[config.mk]
export PLATFORM = sky130hd
export DESIGN_NAME = convolution
export DESIGN_NICKNAME = d
export VERILOG_FILES = /design/src/rtl/conv_pkg.sv /design/src/rtl/conv_addr_gen.sv /design/src/rtl/convolution.sv
export SDC_FILE = /design/constraint.sdc
export NUM_CORES = 1
export LEC_CHECK = 0
export BUFFER_PORTS_ARGS = -buffer_cell sky130_fd_sc_hd__buf_2
export CORE_ASPECT_RATIO = 1.4
export CORE_UTILIZATION = 44
export CTS_BUF_LIST = sky130_fd_sc_hd__clkbuf_16
export DETAILED_ROUTE_END_ITERATION = 6
export PLACE_DENSITY_LB_ADDON = 0.15
export SETUP_SLACK_MARGIN = 0.1
export SKIP_LAST_GASP = 1
export SLEW_MARGIN = 20
export SYNTH_ARGS = -nofsm -noshare
export SYNTH_HDL_FRONTEND = slang
export SYNTH_SLANG_ARGS = --single-unit
[constraint.sdc]
create_clock -name clk -period 7.7 [get_ports clk]
set_input_delay 1.54 -clock clk [delete_from_list [all_inputs] [get_ports clk]]
set_output_delay 1.54 -clock clk [all_outputs]
set_load 0.01 [all_outputs]
[src/rtl/conv_pkg.sv]
// Shared widths and FSM state encoding for the 3x3 convolution block.
package conv_pkg;
    localparam int PIX_W     = 12;
    localparam int COEF_W    = 8;
    localparam int ACC_W     = 26;
    localparam int SHIFT_MAX = 25;
    localparam int PIX_MAX   = (1 << PIX_W) - 1;

    typedef enum logic [1:0] {
        ST_FETCH,
        ST_DRAIN,
        ST_WRITE
    } conv_state_e;
endpackage

[src/rtl/conv_addr_gen.sv]
// Tap counter and raster position for the convolution scan; registers the BRAM address one cycle ahead.
module conv_addr_gen
    import conv_pkg::*;
#(
    parameter int SW_WIRE_CNT = 16,
    parameter int RD_WIRE_CNT = 16
) (
    input  logic                                        clk,
    input  logic                                        rst,
    input  logic                                        fetch,
    input  logic                                        write,
    output logic [$clog2(SW_WIRE_CNT*RD_WIRE_CNT)-1:0]  bram_addr,
    output logic [$clog2(SW_WIRE_CNT):0]                col,
    output logic [$clog2(RD_WIRE_CNT):0]                row,
    output logic [1:0]                                  dx,
    output logic [1:0]                                  dy,
    output logic                                        tap_inb,
    output logic                                        tap_first,
    output logic                                        tap_last
);
    localparam int AW = $clog2(SW_WIRE_CNT*RD_WIRE_CNT);
    localparam int CW = $clog2(SW_WIRE_CNT) + 1;
    localparam int RW = $clog2(RD_WIRE_CNT) + 1;

    logic [1:0]    nxt_dx, nxt_dy;
    logic [CW-1:0] nxt_col;
    logic [RW-1:0] nxt_row;
    logic          nxt_fetch, nxt_inb;
    logic [AW-1:0] nxt_addr;
    int            tc, tr;

    assign tap_first = (dx == 2'd0) && (dy == 2'd0);
    assign tap_last  = (dx == 2'd2) && (dy == 2'd2);

    // Address is computed for the tap being entered so it is on the bus during that tap's cycle
    always_comb begin
        nxt_dx    = dx;
        nxt_dy    = dy;
        nxt_col   = col;
        nxt_row   = row;
        nxt_fetch = 1'b0;
        if (fetch && !tap_last) begin
            nxt_fetch = 1'b1;
            if (dx == 2'd2) begin
                nxt_dx = 2'd0;
                nxt_dy = dy + 2'd1;
            end else begin
                nxt_dx = dx + 2'd1;
            end
        end else if (write) begin
            nxt_fetch = 1'b1;
            nxt_dx    = 2'd0;
            nxt_dy    = 2'd0;
            if (int'(col) == SW_WIRE_CNT - 1) begin
                nxt_col = '0;
                nxt_row = (int'(row) == RD_WIRE_CNT - 1) ? '0 : row + RW'(1);
            end else begin
                nxt_col = col + CW'(1);
            end
        end
        tc       = int'(nxt_col) + int'(nxt_dx) - 1;
        tr       = int'(nxt_row) + int'(nxt_dy) - 1;
        nxt_inb  = nxt_fetch && (tc >= 0) && (tc < SW_WIRE_CNT) && (tr >= 0) && (tr < RD_WIRE_CNT);
        nxt_addr = AW'(tc + tr * SW_WIRE_CNT);
    end

    always_ff @(posedge clk) begin
        if (rst) begin
            dx        <= '0;
            dy        <= '0;
            col       <= '0;
            row       <= '0;
            bram_addr <= '0;
            tap_inb   <= 1'b0;
        end else begin
            dx      <= nxt_dx;
            dy      <= nxt_dy;
            col     <= nxt_col;
            row     <= nxt_row;
            tap_inb <= nxt_inb;
            if (nxt_inb) begin
                bram_addr <= nxt_addr;
            end
        end
    end
endmodule

[src/rtl/convolution.sv]
// 3x3 raster-scan convolution over an external BRAM, 11 cycles per output pixel.
// Define CONV_SATURATE_EN to clamp results to 0..4095 instead of wrapping to 12 bits.
module convolution
    import conv_pkg::*;
#(
    parameter int SW_WIRE_CNT = 16,
    parameter int RD_WIRE_CNT = 16
) (
    input  logic                                        clk,
    input  logic                                        rst,
    input  logic [PIX_W-1:0]                            data_in,
    input  logic signed [2:0][2:0][COEF_W-1:0]          coeffs,
    input  logic signed [COEF_W-1:0]                    shift,
    output logic [$clog2(SW_WIRE_CNT*RD_WIRE_CNT)-1:0]  bram_addr,
    output logic [$clog2(SW_WIRE_CNT):0]                sw_wires,
    output logic [$clog2(RD_WIRE_CNT):0]                rd_wires,
    output logic [PIX_W-1:0]                            data_out
);
    conv_state_e                        state;
    logic [$clog2(SW_WIRE_CNT):0]       col;
    logic [$clog2(RD_WIRE_CNT):0]       row;
    logic [1:0]                         dx, dy, p_dx, p_dy;
    logic                               tap_inb, tap_first, tap_last, p_valid;
    logic signed [2:0][2:0][COEF_W-1:0] coef_r;
    logic [4:0]                         sh_r;
    logic signed [COEF_W-1:0]           coef_sel;
    logic signed [ACC_W-1:0]            acc, prod;
    logic [PIX_W-1:0]                   pix;
`ifdef CONV_SATURATE_EN
    logic signed [ACC_W-1:0]            shifted;
`endif

    conv_addr_gen #(
        .SW_WIRE_CNT(SW_WIRE_CNT),
        .RD_WIRE_CNT(RD_WIRE_CNT)
    ) u_addr_gen (
        .clk       (clk),
        .rst       (rst),
        .fetch     (state == ST_FETCH),
        .write     (state == ST_WRITE),
        .bram_addr (bram_addr),
        .col       (col),
        .row       (row),
        .dx        (dx),
        .dy        (dy),
        .tap_inb   (tap_inb),
        .tap_first (tap_first),
        .tap_last  (tap_last)
    );

    always_comb begin
        coef_sel = coef_r[p_dy][p_dx];
        prod     = ACC_W'($signed({1'b0, data_in})) * ACC_W'(coef_sel);
`ifdef CONV_SATURATE_EN
        shifted = acc >>> sh_r;
        if (shifted < 0) begin
            pix = '0;
        end else if (shifted > ACC_W'(PIX_MAX)) begin
            pix = '1;
        end else begin
            pix = shifted[PIX_W-1:0];
        end
`else
        pix = PIX_W'(acc >>> sh_r);
`endif
    end

    // data_in lags the address by one cycle, so each product is taken with the tap index of the previous cycle
    always_ff @(posedge clk) begin
        if (rst) begin
            state    <= ST_FETCH;
            acc      <= '0;
            p_valid  <= 1'b0;
            p_dx     <= '0;
            p_dy     <= '0;
            coef_r   <= '0;
            sh_r     <= '0;
            data_out <= '0;
            sw_wires <= '0;
            rd_wires <= '0;
        end else begin
            p_valid <= (state == ST_FETCH) && tap_inb;
            p_dx    <= dx;
            p_dy    <= dy;
            if (state == ST_FETCH && tap_first) begin
                acc    <= '0;
                coef_r <= coeffs;
                if (shift < 0) begin
                    sh_r <= '0;
                end else if (shift > COEF_W'(SHIFT_MAX)) begin
                    sh_r <= 5'(SHIFT_MAX);
                end else begin
                    sh_r <= shift[4:0];
                end
            end else if (p_valid) begin
                acc <= acc + prod;
            end
            case (state)
                ST_FETCH: if (tap_last) state <= ST_DRAIN;
                ST_DRAIN: state <= ST_WRITE;
                ST_WRITE: begin
                    state    <= ST_FETCH;
                    data_out <= pix;
                    sw_wires <= col;
                    rd_wires <= row;
                end
                default:  state <= ST_FETCH;
            endcase
        end
    end
endmodule

==> impl_metrics.tcl <==
set metrics [dict create \
    die_h_um 196 \
    synth_edf_count 0 \
    drc 0 \
    clock-sinks 155 \
    clk_latency_ns 0.44 \
    r2r_start "p_dy[1]" \
    post_cts_buffers 0 \
    cp_max_fo 12 \
    hold_path_startpoint "coef_r[34]" \
    synth_cell_type_count 60 \
    report.final.slew_viol_count 0 \
    start_util_pct 45.0 \
    portBuffers 123 \
    synthTopCellsByArea "dfxtp_1, fa_1, ha_1" \
    status "completed" \
    crit_chain "buf_4 -> mux2i_1 -> nor2_1 -> a21oi_1 -> o22ai_1 -> nand2_1 -> fa_1 -> inv_1 -> fa_1 -> fa_1 -> fa_1 -> fa_1 -> ha_1 -> and3_1 -> a221oi_1 -> buf_4 -> a22oi_1 -> o21ai_0 -> o21bai_1 -> xor2_1 -> a22o_1" \
    ys.flop_type "dfxtp_1" \
    critPathBufInv 3 \
    cts_resized 0 \
    rrSetupSlack_ns 0.98 \
    crit_path_end_kind "flip-flop" \
    critPathMaxStageDelay_ns 0.78 \
    hold_buffers 0 \
    holdPathStages 2 \
    grt_pass1_wl_um 46400 \
    ys_ff_latch 155 \
    die-area_mm2 0.0276 \
    fp.coreArea_mm2 0.0263 \
    drt-initial-drc-count 439 \
    maxCapViolations 0 \
    antenna_cells 0 \
    grt_pass1_vias 9137 \
    wl_um 28500 \
    clkTransAtPathRegs_ns 0.07 \
    reg2reg_depth 21 \
    fin_crit_sh_pct 87.2 \
    r2r-end "acc[22]" \
    arrival_ns 7.05 \
    crit_top_cell "fa_1" \
    vias 9348 \
    grtUsageTotal_pct 21.4 \
    row_count 70 \
    cp-start-kind "flip-flop" \
    gp_congestion 0.879 \
    whs_ns 0.454 \
    avgSynthCellArea_um2 8.86 \
    cts_tree "built" \
    leakage_nw 6.01 \
    syn_nets 1610 \
    slew_headroom_pct 31.4 \
    synth_top_cell_by_area "dfxtp_1" \
    tightest_slew_ns 1.03 \
    syn_to_final_growth_pct 12.3 \
    finalNetCount 1693 \
    rsz0062_at_grt "no" \
    final_area_mm2 0.0133 \
    cts_htree_levels 4 \
    clock_path_buffers 2 \
    power.density_mw_per_mm2 201 \
    yosys_warnings 0 \
    synth_top_area_share_pct 26.2 \
    dpl_cell_area_mm2 0.0127 \
    hold_path.class "flip-flop to flip-flop" \
    whs_endpoint "coef_r[34]" \
    path_delay_family "adder cells" \
    numCtsBuffers 17 \
    fin_crit_ns 6.72 \
    cts_root_buf "clkbuf_16" \
    synth_sequential_area_ratio_pct 26.2 \
    slowest_stage "dfxtp_1" \
    setup_viol 0 \
    antenna_found_initial 0 \
    dieWidth_um 141 \
    path_class "flip-flop to flip-flop" \
    antenna_left 0 \
    pre_cts_ws_ns 0.967 \
    avgViaCountPerCell 5.33 \
    setup_ws_ns 0.984 \
    finClkSkew_ns 0.00975 \
    critPathRequiredTime_ns 8.03 \
    vdd_drop_max_uv 127 \
    netlist_area_mm2 0.0118 \
    async_flop_share_pct 0 \
    synthCells 1335 \
    avgRoutedWirePerCell_um 16.2 \
    firstDrtPassIters 4 \
    fmax_mhz 149 \
    grt_max_degree 86 \
    tns_ns 0 \
    hold_viol_final 0 \
    io_pins 124 \
    hpwl_um 22200 \
    grt_overflow 0 \
    drive_gt1_share_pct 16.8 \
]
-- tightest hold or removal path, delay by kind of cell (launching register included) --
kind	cells	cell delay, ns
simple gates	1	0.05
compound gates	1	0.05
flops	1	0.31
-- logic make-up after synthesis --
logic type / after synthesis / share of synthesized area, %
and+or+nand+nor: 443 / 16.7
AOI/OAI and AO/OA: 247 / 12.8
buffers and inverters: 190 / 6.30
adders and majority gates: 181 / 24.4
DFF: 155 / 26.2
muxes: 87 / 11.2
xor gates and xnor gates: 32 / 2.37
-- metrics by stage --
step                utilization [%]  power [mW]  instances
global route                   50.6        2.86       1755
floorplan                         -        1.57       1335
finish                         50.6        2.68       1755
global placement               48.2        1.79       1723
CTS                            50.6        2.71       1755
detailed placement             48.2        1.81       1723
-- state kept, by name, indices dropped and copies added, names as in the netlist, 5 cells and up --
| register | flops |
|---|---|
| coef_r | 72 |
| acc | 26 |
| data_out | 12 |
| u_addr_gen.bram_addr | 8 |
| rd_wires | 5 |
| sh_r | 5 |
| sw_wires | 5 |
| u_addr_gen.col | 5 |
| u_addr_gen.row | 5 |
-- synth_stat cells, drive strengths merged (4+ instances only) --
cell      n
a21o     11
o21ai    21
buf      16
fa       83
o21bai    4
mux2     16
xor2     12
nand2   224
a31oi     5
xnor2    20
inv     114
or2       5
o21a      6
clkbuf   60
a211oi   16
o211ai    4
nor2    107
ha       98
nand2b    9
a21oi   134
mux4     35
nor3      8
and2     59
nand3     6
mux2i    36
a311oi    5
a22o      6
a22oi     9
nor2b    11
dfxtp   155
o22ai    10
-- routing by layer --
metal | GRT usage (%) | routed length, um | vias to the layer above
li1 | - | - | 4641
met1 | 25.1 | 11800 | 4538
met3 | 2.66 | 745 | 26
met5 | 0 | 0 | -
met4 | 5.80 | 446 | 0
met2 | 40.6 | 15500 | 143
-- cells in the final DEF (no fill, tap or decap), types with 4 or more instances in the layout --
cell         n
and2_1      57
nor3_1       8
a22o_1       6
mux2_2      16
xnor2_1     20
a311oi_1     5
a21o_1      11
o21ai_0     21
mux2i_1     36
or2_2        4
nor2_1     104
buf_4       18
ha_1        98
o211ai_1     4
dfxtp_1    155
buf_2      122
nor2b_1     11
a22oi_1      9
a21oi_1    134
a31oi_1      5
mux4_2      35
inv_1      114
fa_1        83
clkbuf_16   17
o21bai_1     4
o22ai_1     10
bufinv_16    4
nand2_1    223
nand2b_1     8
a211oi_1    13
nand3_1      6
o21a_1       6
xor2_1      12
-- power by group --
group	leakage, nW	internal (mW)	switching (mW)
sequential	1.26	0.844	0.0339
clock	0.297	0.542	0.363
combinational	4.45	0.383	0.511
-- worst max path at each step --
stage | slack (ns) | endpoint | startpoint | cells past startpoint
2_1_floorplan | 1.34 | acc[22] | data_in[0] | 15
3_3_place_gp | 1.07 | acc[22] | p_dy[1] | 21
3_5_place_dp | 0.97 | acc[22] | p_dy[1] | 21
4_1_cts | 0.96 | acc[22] | p_dy[1] | 21
5_1_grt | 0.52 | acc[22] | p_dy[1] | 21
6_report | 0.98 | acc[22] | p_dy[1] | 21
-- final cells by class --
| class | instances | area, um2 |
|---|---|---|
| flip-flops and latches | 155 | 3100 |
| clock buffers | 17 | 425 |
| well taps | 324 | 405 |
| clock inverters | 15 | 196 |
| multi-input cells | 990 | 7990 |
| inverters | 114 | 428 |
| repair buffers | 140 | 746 |
| fillers | 2572 | 13000 |
Power figures use the tool's default switching activity.
